### config.mk
export PLATFORM = sky130hd
export DESIGN_NAME = preg_freelist
export DESIGN_NICKNAME = d
export VERILOG_FILES = /design/src/rtl/rn_pkg.sv /design/src/rtl/preg_freelist.sv
export SDC_FILE = /design/constraint.sdc
export NUM_CORES = 1
export LEC_CHECK = 0
export BUFFER_PORTS_ARGS = -buffer_cell sky130_fd_sc_hd__buf_2
export CORE_UTILIZATION = 30
export CTS_CLUSTER_DIAMETER = 30
export DETAILED_ROUTE_END_ITERATION = 7
export HOLD_SLACK_MARGIN = 0.03
export SLEW_MARGIN = 20
export SYNTH_ARGS = -nofsm -noshare
export SYNTH_HDL_FRONTEND = slang
export SYNTH_SLANG_ARGS = --single-unit
### constraint.sdc
create_clock -name clk_i -period 7.1 [get_ports clk_i]
set_input_delay 1.065 -clock clk_i [delete_from_list [all_inputs] [get_ports clk_i]]
set_output_delay 1.065 -clock clk_i [all_outputs]
set_load 0.02 [all_outputs]
### src/rtl/rn_pkg.sv
// Shared rename-stage types and sizing for the physical-register free list.
package rn_pkg;

  localparam int unsigned PREG_W   = 6;
  localparam int unsigned PREGS    = 64;
  localparam int unsigned AREGS    = 32;
  localparam int unsigned FL_DEPTH = PREGS - AREGS;
  localparam int unsigned FL_PTR_W = 6;
  localparam int unsigned FL_IDX_W = FL_PTR_W - 1;

  typedef logic [PREG_W-1:0]   preg_t;
  typedef logic [FL_PTR_W-1:0] fl_ptr_t;

endpackage

### src/rtl/preg_freelist.sv
// Physical-register free list: two grants and two releases per cycle, with a
// speculative head that snaps back to the committed head on flush.
module preg_freelist
  import rn_pkg::*;
(
  input  logic        clk_i,
  input  logic        rst_i,
  input  logic        rn_alloc0_i,
  input  logic        rn_alloc1_i,
  output logic [5:0]  rn_preg0_o,
  output logic [5:0]  rn_preg1_o,
  output logic        rn_stall_o,
  input  logic [1:0]  cm_retire_i,
  input  logic        cm_free0_vld_i,
  input  logic [5:0]  cm_free0_i,
  input  logic        cm_free1_vld_i,
  input  logic [5:0]  cm_free1_i,
  input  logic        flush_i,
  output logic [5:0]  free_cnt_o
);

  preg_t   fl_q [FL_DEPTH];
  fl_ptr_t spec_head_q, spec_head_d;
  fl_ptr_t cmt_head_q, cmt_head_d;
  fl_ptr_t tail_q, tail_d;

  fl_ptr_t              free_cnt;
  fl_ptr_t              spec_inflight;
  logic [1:0]           need;
  logic                 fv0, fv1;
  logic [FL_IDX_W-1:0]  rd0_idx, rd1_idx, wr0_idx, wr1_idx;

  always_comb begin
    free_cnt      = tail_q - spec_head_q;
    spec_inflight = spec_head_q - cmt_head_q;
    need          = {1'b0, rn_alloc0_i} + {1'b0, rn_alloc1_i};

    rd0_idx = spec_head_q[FL_IDX_W-1:0];
    rd1_idx = rd0_idx + 1'b1;
    rn_preg0_o = fl_q[rd0_idx];
    rn_preg1_o = fl_q[rd1_idx];

    // Flush wins over allocation, so the grant is withheld that cycle.
    rn_stall_o = flush_i | (fl_ptr_t'(need) > free_cnt);
    free_cnt_o = free_cnt;

    // Releasing p0 is a no-op: it is hardwired zero and never allocatable.
    fv0 = cm_free0_vld_i & (cm_free0_i != '0);
    fv1 = cm_free1_vld_i & (cm_free1_i != '0);
    wr0_idx = tail_q[FL_IDX_W-1:0];
    wr1_idx = wr0_idx + FL_IDX_W'(fv0);

    cmt_head_d = cmt_head_q + fl_ptr_t'(cm_retire_i);
    tail_d     = tail_q + fl_ptr_t'(fv0) + fl_ptr_t'(fv1);

    spec_head_d = spec_head_q;
    if (flush_i) begin
      spec_head_d = cmt_head_q + fl_ptr_t'(cm_retire_i);
    end else if (!rn_stall_o) begin
      spec_head_d = spec_head_q + fl_ptr_t'(need);
    end
  end

  always_ff @(posedge clk_i) begin
    if (rst_i) begin
      for (int unsigned i = 0; i < FL_DEPTH; i++) begin
        fl_q[i] <= preg_t'(AREGS + i);
      end
      spec_head_q <= '0;
      cmt_head_q  <= '0;
      tail_q      <= fl_ptr_t'(FL_DEPTH);
    end else begin
      if (fv0) fl_q[wr0_idx] <= cm_free0_i;
      if (fv1) fl_q[wr1_idx] <= cm_free1_i;
      spec_head_q <= spec_head_d;
      cmt_head_q  <= cmt_head_d;
      tail_q      <= tail_d;
    end
  end

  // Protocol checks: no release into a full list, no commit past the speculative head.
  a_no_overflow: assert property (@(posedge clk_i) disable iff (rst_i)
    (32'(free_cnt) + 32'(fv0) + 32'(fv1)) <= FL_DEPTH);
  a_retire_range: assert property (@(posedge clk_i) disable iff (rst_i)
    cm_retire_i <= 2'd2);
  a_no_commit_past_spec: assert property (@(posedge clk_i) disable iff (rst_i)
    32'(cm_retire_i) <= 32'(spec_inflight));

endmodule
==> qor.yml, run 1 <==
die_width_um: 216.3
ys_ff_latch: 215
die_y_um: 216.3
tritoncts: "built"
cp.required_ns: 6.03
tritoncts_num_sinks: 215
power_density_mw_per_mm2: 301.0
cts_buffer_depth: 3
cp_class: "reg2out"
register_area_share_after_synthesis_pct: 45.19
endpoint_class_of_the_critical_path: "output port"
syn_inst: 1241
drt_iter0_drc: 1694
fillCellCount: 4404
drt_pre_antenna_iters: 6
outcome: "completed"
post_synth_main_area_contributors: "edfxtp_1 (42%), mux4_2 (20%), nand2_1 (3.9%), nor2_1 (3.7%), a21oi_1 (3.4%)"
arrival_worst_endpoint_ns: 4.05
antenna_cells: 0
yosys.cell_types.count: 66
synth.most_common_cell: "edfxtp_1"
synth.yosys.warnings: 0
initial_utilization_pct: 30.36
finalWeightedCongestion: 0.8922
worst_clock_skew_ns: 0.03653
cts_inserted_buffers: 51
max_cap_violations: 0
worst-slew-pin-transition_ns: 1.191
h_tree_depth_reported_by_cts: 2
number_of_global_route_vias_before_repair: 10540
detail_route.vias_per_cell: 5.925
finalCriticalPeriod_ns: 5.115
portBuffers: 39
report.final.setup_viol: 0
die_area_mm2: 0.04678
min_period_over_period_pct: 72.05
post-cts-setup-buffer-count: 0
grt_start_max_net_pins: 53
worst_path_largest_cell_delay_ns: 0.70
grt_first_pass_wirelength_um: 69800
worst_skew_pair_latency_ns: 0.57
ir_worst_vdd_uv: 230.7
synth_common_cells: "edfxtp_1 (192), nand2_1 (144), nor2_1 (135), mux4_2 (120), a21oi_1 (93)"
max_slew_margin_pct: 20.54
cell_type_with_the_highest_occurrence_count_on_the_critical_path: "ha_1"
placedCellCount: 1779
timing.final.hold_violations: 0
routed_wirelength_um: 47290
route.antenna.remaining_nets: 0
grt.overflow.total: 0
critPathSlowestCell: "buf_4"
detailed_place_hpwl_um: 32180
leakage_nw: 4.931
drive_gt1_share_pct: 22.47
design.core.area_mm2: 0.04538
crit_path_cell_trace: "buf_4, ha_1, fa_1, ha_1, a21oi_1, a2111o_1, nor2_1, or2_2, buf_2"
std_cell_rows: 78
synth_edf_count: 192
drc_errors: 0
setup_repair_after_global_routing_missed_its_margin: "false"
worst_setup_hold_path_clk_slew_ns: 0.04
overall_routing_resource_usage_pct: 20.10
fin_nets: 1273
hold_class: "reg2reg"
synth_nets: 1282
hold_buffers: 0
postSynthAreaPerCell_um2: 11.10
critPathLaunchType: "flip-flop"
finalSetupTns_ns: 0
cts_root_buf: "clkbuf_16"
synth_largest_area_cell: "edfxtp_1"
flow.area_growth_from_synthesis_pct: 16.85
post_cts_resize_count: 0
boundaryPins: 40
antenna_violations_before_repair: 0
synth_top_area_share_pct: 41.85
clock.fmax_mhz: 195.5
crit_path_max_fanout: 52
synthesis.area_mm2: 0.01378
timing_max_transition_violations_final: 0
final_routed_wire_length_divided_by_cell_count_um: 25.25
finish.cell_count_without_fillers: 1873
dominantRegCellSynth: "edfxtp_1"
fin_hold_ws_ns: 0.5225
vias: 11100
share_of_synthesized_flip_flops_with_an_asynchronous_set_or_reset_pct: 0
layer usage:
layer | GRT usage, % | routed length [um] | share of wire, %
met1 | 27.86 | 18510 | 39
met2 | 29.83 | 20460 | 43
met3 | 6.232 | 6827 | 14
met4 | 6.315 | 1494 | 3.2
met5 | 0 | 0 | 0
path summary, 6_finish.rpt:
kind              cells after the start    endpoint      startpoint  slack, ns
hold reg to reg                       2   tail_q[5]       tail_q[5]       0.52
setup / recovery                      9  rn_stall_o  spec_head_q[0]       1.98
hold / removal                        2   tail_q[5]       tail_q[5]       0.52
setup reg to reg                      7   flip-flop  spec_head_q[0]       3.35
final cells by class:
type                    count  area, um2  area share [%]
multi-input cells         883       6995           43.46
repair buffers             49      270.3           1.679
well taps                 600      750.7           4.663
inverters                  32      120.1          0.7462
clock buffers              61       1334           8.285
clock inverters            33      395.4           2.456
flip-flops and latches    215       6232           38.71
critical path: cells and delay by family, from the launching register on:
kind | cells | cell delay (ns)
buffers and inverters | 2 | 0.85
flip-flops | 1 | 0.36
adder cells (fa/ha/maj) | 3 | 1.14
AO/OA/AOI/OAI | 2 | 0.46
AND/OR/NAND/NOR | 2 | 0.66
power by group:
group | internal (mW) | leakage (nW) | switching, mW | total, mW
combinational | 0.407 | 2.30 | 0.578 | 0.985
clock | 1.62 | 0.853 | 0.734 | 2.35
sequential | 1.43 | 1.78 | 0.0835 | 1.51
total | 3.45 | 4.93 | 1.40 | 4.85
per-stage QoR:
stage | setup slack (ns) | utilization [%] | power, mW | area [um2]
2_1_floorplan | 3.086 | - | 2.188 | 13780
3_3_place_gp | 2.245 | 31.64 | 2.489 | 14360
3_5_place_dp | 2.181 | 31.64 | 2.499 | 14360
4_1_cts | 1.957 | 35.45 | 4.844 | 16090
5_1_grt | 1.758 | 35.47 | 4.984 | 16100
6_report | 1.985 | 35.47 | 4.846 | 16100
cells by family after synthesis:
family                   after synthesis  synth area share (%)
AND/OR/NAND/NOR                      476                 16.09
AO/OA/AOI/OAI                        228                 9.890
flip-flops                           215                 45.19
multiplexers                         147                 21.70
buffers and inverters                143                 4.332
adder cells (fa/ha/maj)               20                 2.034
XOR/XNOR                              12                0.7629
state kept, by name, summed over array words and instances, names as in the netlist, named ones only:
name         count
cmt_head_q       6
fl_q           192
spec_head_q      6
tail_q           6
cell usage in the layout (no fill, tap or decap), types with 13 or more instances in the layout:
master,Yosys,final
a21oi_1,93,93
a31oi_1,21,21
buf_2,20,39
clkbuf_16,0,51
clkinv_2,0,14
dfxtp_1,23,20
edfxtp_1,192,192
ha_1,16,15
inv_1,29,29
mux2_2,13,13
mux2i_1,14,14
mux4_2,120,120
nand2_1,144,144
nand3_1,39,39
nor2_1,135,135
nor3_1,55,53
nor4_1,22,22
o21ai_0,60,60
or3_1,24,24
Note: power is estimated with default switching activity, not from simulation.
==> run 2: changes to the inputs <==
==> constraint.sdc (replaced) <==
create_clock -name clk_i -period 4.19 [get_ports clk_i]
set_input_delay 0.6285 -clock clk_i [delete_from_list [all_inputs] [get_ports clk_i]]
set_output_delay 0.6285 -clock clk_i [all_outputs]
set_load 0.02 [all_outputs]
==> qor.yml, run 2 (synthesis gave the netlist of run 1 again) <==
die_area_mm2: 0.04678
power.sequential.fraction_pct: 30.1
portBuffers: 39
share_comb_of_total_power_pct: 21.2
detailed_place.area_mm2: 0.01477
die_width_um: 216.3
initial_utilization_pct: 30.36
fin_hold_ws_ns: 0.4303
max_cap_violations: 0
worst_clock_skew_ns: 0.03523
final_design_area_no_fill_mm2: 0.01656
design.core.area_mm2: 0.04538
boundaryPins: 40
met1Wirelength_um: 18330
cts_inserted_buffers: 53
mostFrequentLayoutCells: "edfxtp_1 (192), nand2_1 (144), nor2_1 (134), mux4_2 (120), a21oi_1 (93)"
crit_path_max_fanout: 8
routed-wl-met3_um: 6670
flow.area_growth_from_synthesis_pct: 20.19
endpoint_class_of_the_critical_path: "output port"
tritoncts: "built"
detailed_place_hpwl_um: 32750
sw_pwr_mw: 2.471
grt_first_pass_wirelength_um: 69570
die_y_um: 216.3
flip_flop_count_of_the_largest_register_all_copies_and_words_added: 192
leakage_nw: 5.199
hold_start: "cm_retire_i[0]"
detail_route.vias_per_cell: 5.884
finalCriticalPeriod_ns: 3.963
tritoncts_num_sinks: 215
netSwitchingFraction_pct: 29.57
antenna_cells: 0
drt_iter0_drc: 1729
routed_wirelength_um: 47550
outcome: "completed"
hold_buffers: 0
regMostFlops: "fl_q"
grt.overflow.total: 0
report.final.setup_viol: 0
r2r_setup_slack_ns: 0.98
setup_repair_after_global_routing_missed_its_margin: "false"
std_cell_rows: 78
finalSetupTns_ns: 0
finalWeightedCongestion: 0.9570
overall_routing_resource_usage_pct: 20.20
cts_root_buf: "clkbuf_16"
drive_gt1_share_pct: 25.51
number_of_global_route_vias_before_repair: 10730
clock.fmax_mhz: 252.4
arrival_worst_endpoint_ns: 3.33
layout_commonest_cell: "edfxtp_1"
route.antenna.remaining_nets: 0
antenna_violations_before_repair: 3
timing_max_transition_violations_final: 0
min_period_over_period_pct: 94.58
power.total_mw: 8.356
r2r-start: "tail_q[0]"
cp_class: "reg2out"
h_tree_depth_reported_by_cts: 2
vias: 11330
drc_errors: 0
cts_buffer_depth: 3
critPathLaunch: "tail_q[0]"
worst-slew-pin-transition_ns: 1.182
clock_share_of_power_pct: 48.8
critPathLaunchType: "flip-flop"
grt_start_max_net_pins: 50
worst_setup_hold_path_clk_slew_ns: 0.04
power_density_mw_per_mm2: 504.6
cp.required_ns: 3.56
max_slew_margin_pct: 21.11
top_signal_layer_used: "met5"
worst_skew_pair_latency_ns: 0.58
final_routed_wire_length_divided_by_cell_count_um: 24.70
met2RoutedLength_um: 20770
p_int_mw: 5.885
drt_pre_antenna_iters: 5
ir_worst_vdd_uv: 313.1
hold_class: "in2reg"
final_util_pct: 36.49
fin_nets: 1324
timing.final.hold_violations: 0
post_cts_resize_count: 0
post-cts-setup-buffer-count: 0
run 2: cell count changes in the layout (fill, tap and decap cells not counted), moves of 2 or more:
| cell | before | now |
|---|---|---|
| clkinv_1 | 7 | 9 |
| buf_12 | 0 | 4 |
| clkbuf_8 | 2 | 0 |
| clkbuf_16 | 51 | 53 |
| clkbuf_1 | 8 | 5 |
| buf_4 | 10 | 55 |
| clkinvlp_4 | 2 | 6 |
| nor3_2 | 2 | 0 |
| nor3_1 | 53 | 55 |
run 2: worst max-delay path, stage by stage (launching register included):
cell,delay (ns)
dfxtp_1,0.43
inv_1,0.20
ha_1,0.26
fa_1,0.48
ha_1,0.38
a21oi_1,0.29
a2111o_1,0.21
nor2_4,0.08
or2_2,0.29
buf_2,0.16
run 2: worst paths after layout:
path / end / cells after the start
max: rn_stall_o / 9
min: cmt_head_q[0] / 3
max reg2reg: flip-flop / 7
min reg2reg: cmt_head_q[4] / 2
run 2: through the flow:
stage	std cells	worst slack, ns
2_1_floorplan	1241	0.6121
3_3_place_gp	1828	0.3952
3_5_place_dp	1828	0.3718
4_1_cts	1925	0.03834
5_1_grt	1925	0.08868
6_report	1925	0.2273
run 2: layout make-up:
cell class                 instances  area, um2
clock inverter                    39      440.4
tap                              600      750.7
clock buffer                      58       1345
sequential                       215       6232
fill                            4354      28820
inverter                          32      120.1
timing repair buffer              98      688.2
multi-input combinational        883       6982
run 2: power by group through the flow:
stage	clock (mW)	sequential, mW	combinational [mW]
2_1_floorplan	0	2.48	1.23
3_3_place_gp	0	2.54	1.72
3_5_place_dp	0	2.55	1.73
4_1_cts	4.09	2.51	1.74
5_1_grt	4.20	2.52	1.85
6_report	4.07	2.51	1.77
run 2: layer usage:
metal / track usage (%) / up-vias
met2: 30.34 / 827
li1: - / 4858
met4: 7.911 / 6
met5: 0 / -
met3: 5.333 / 135
met1: 27.69 / 5501
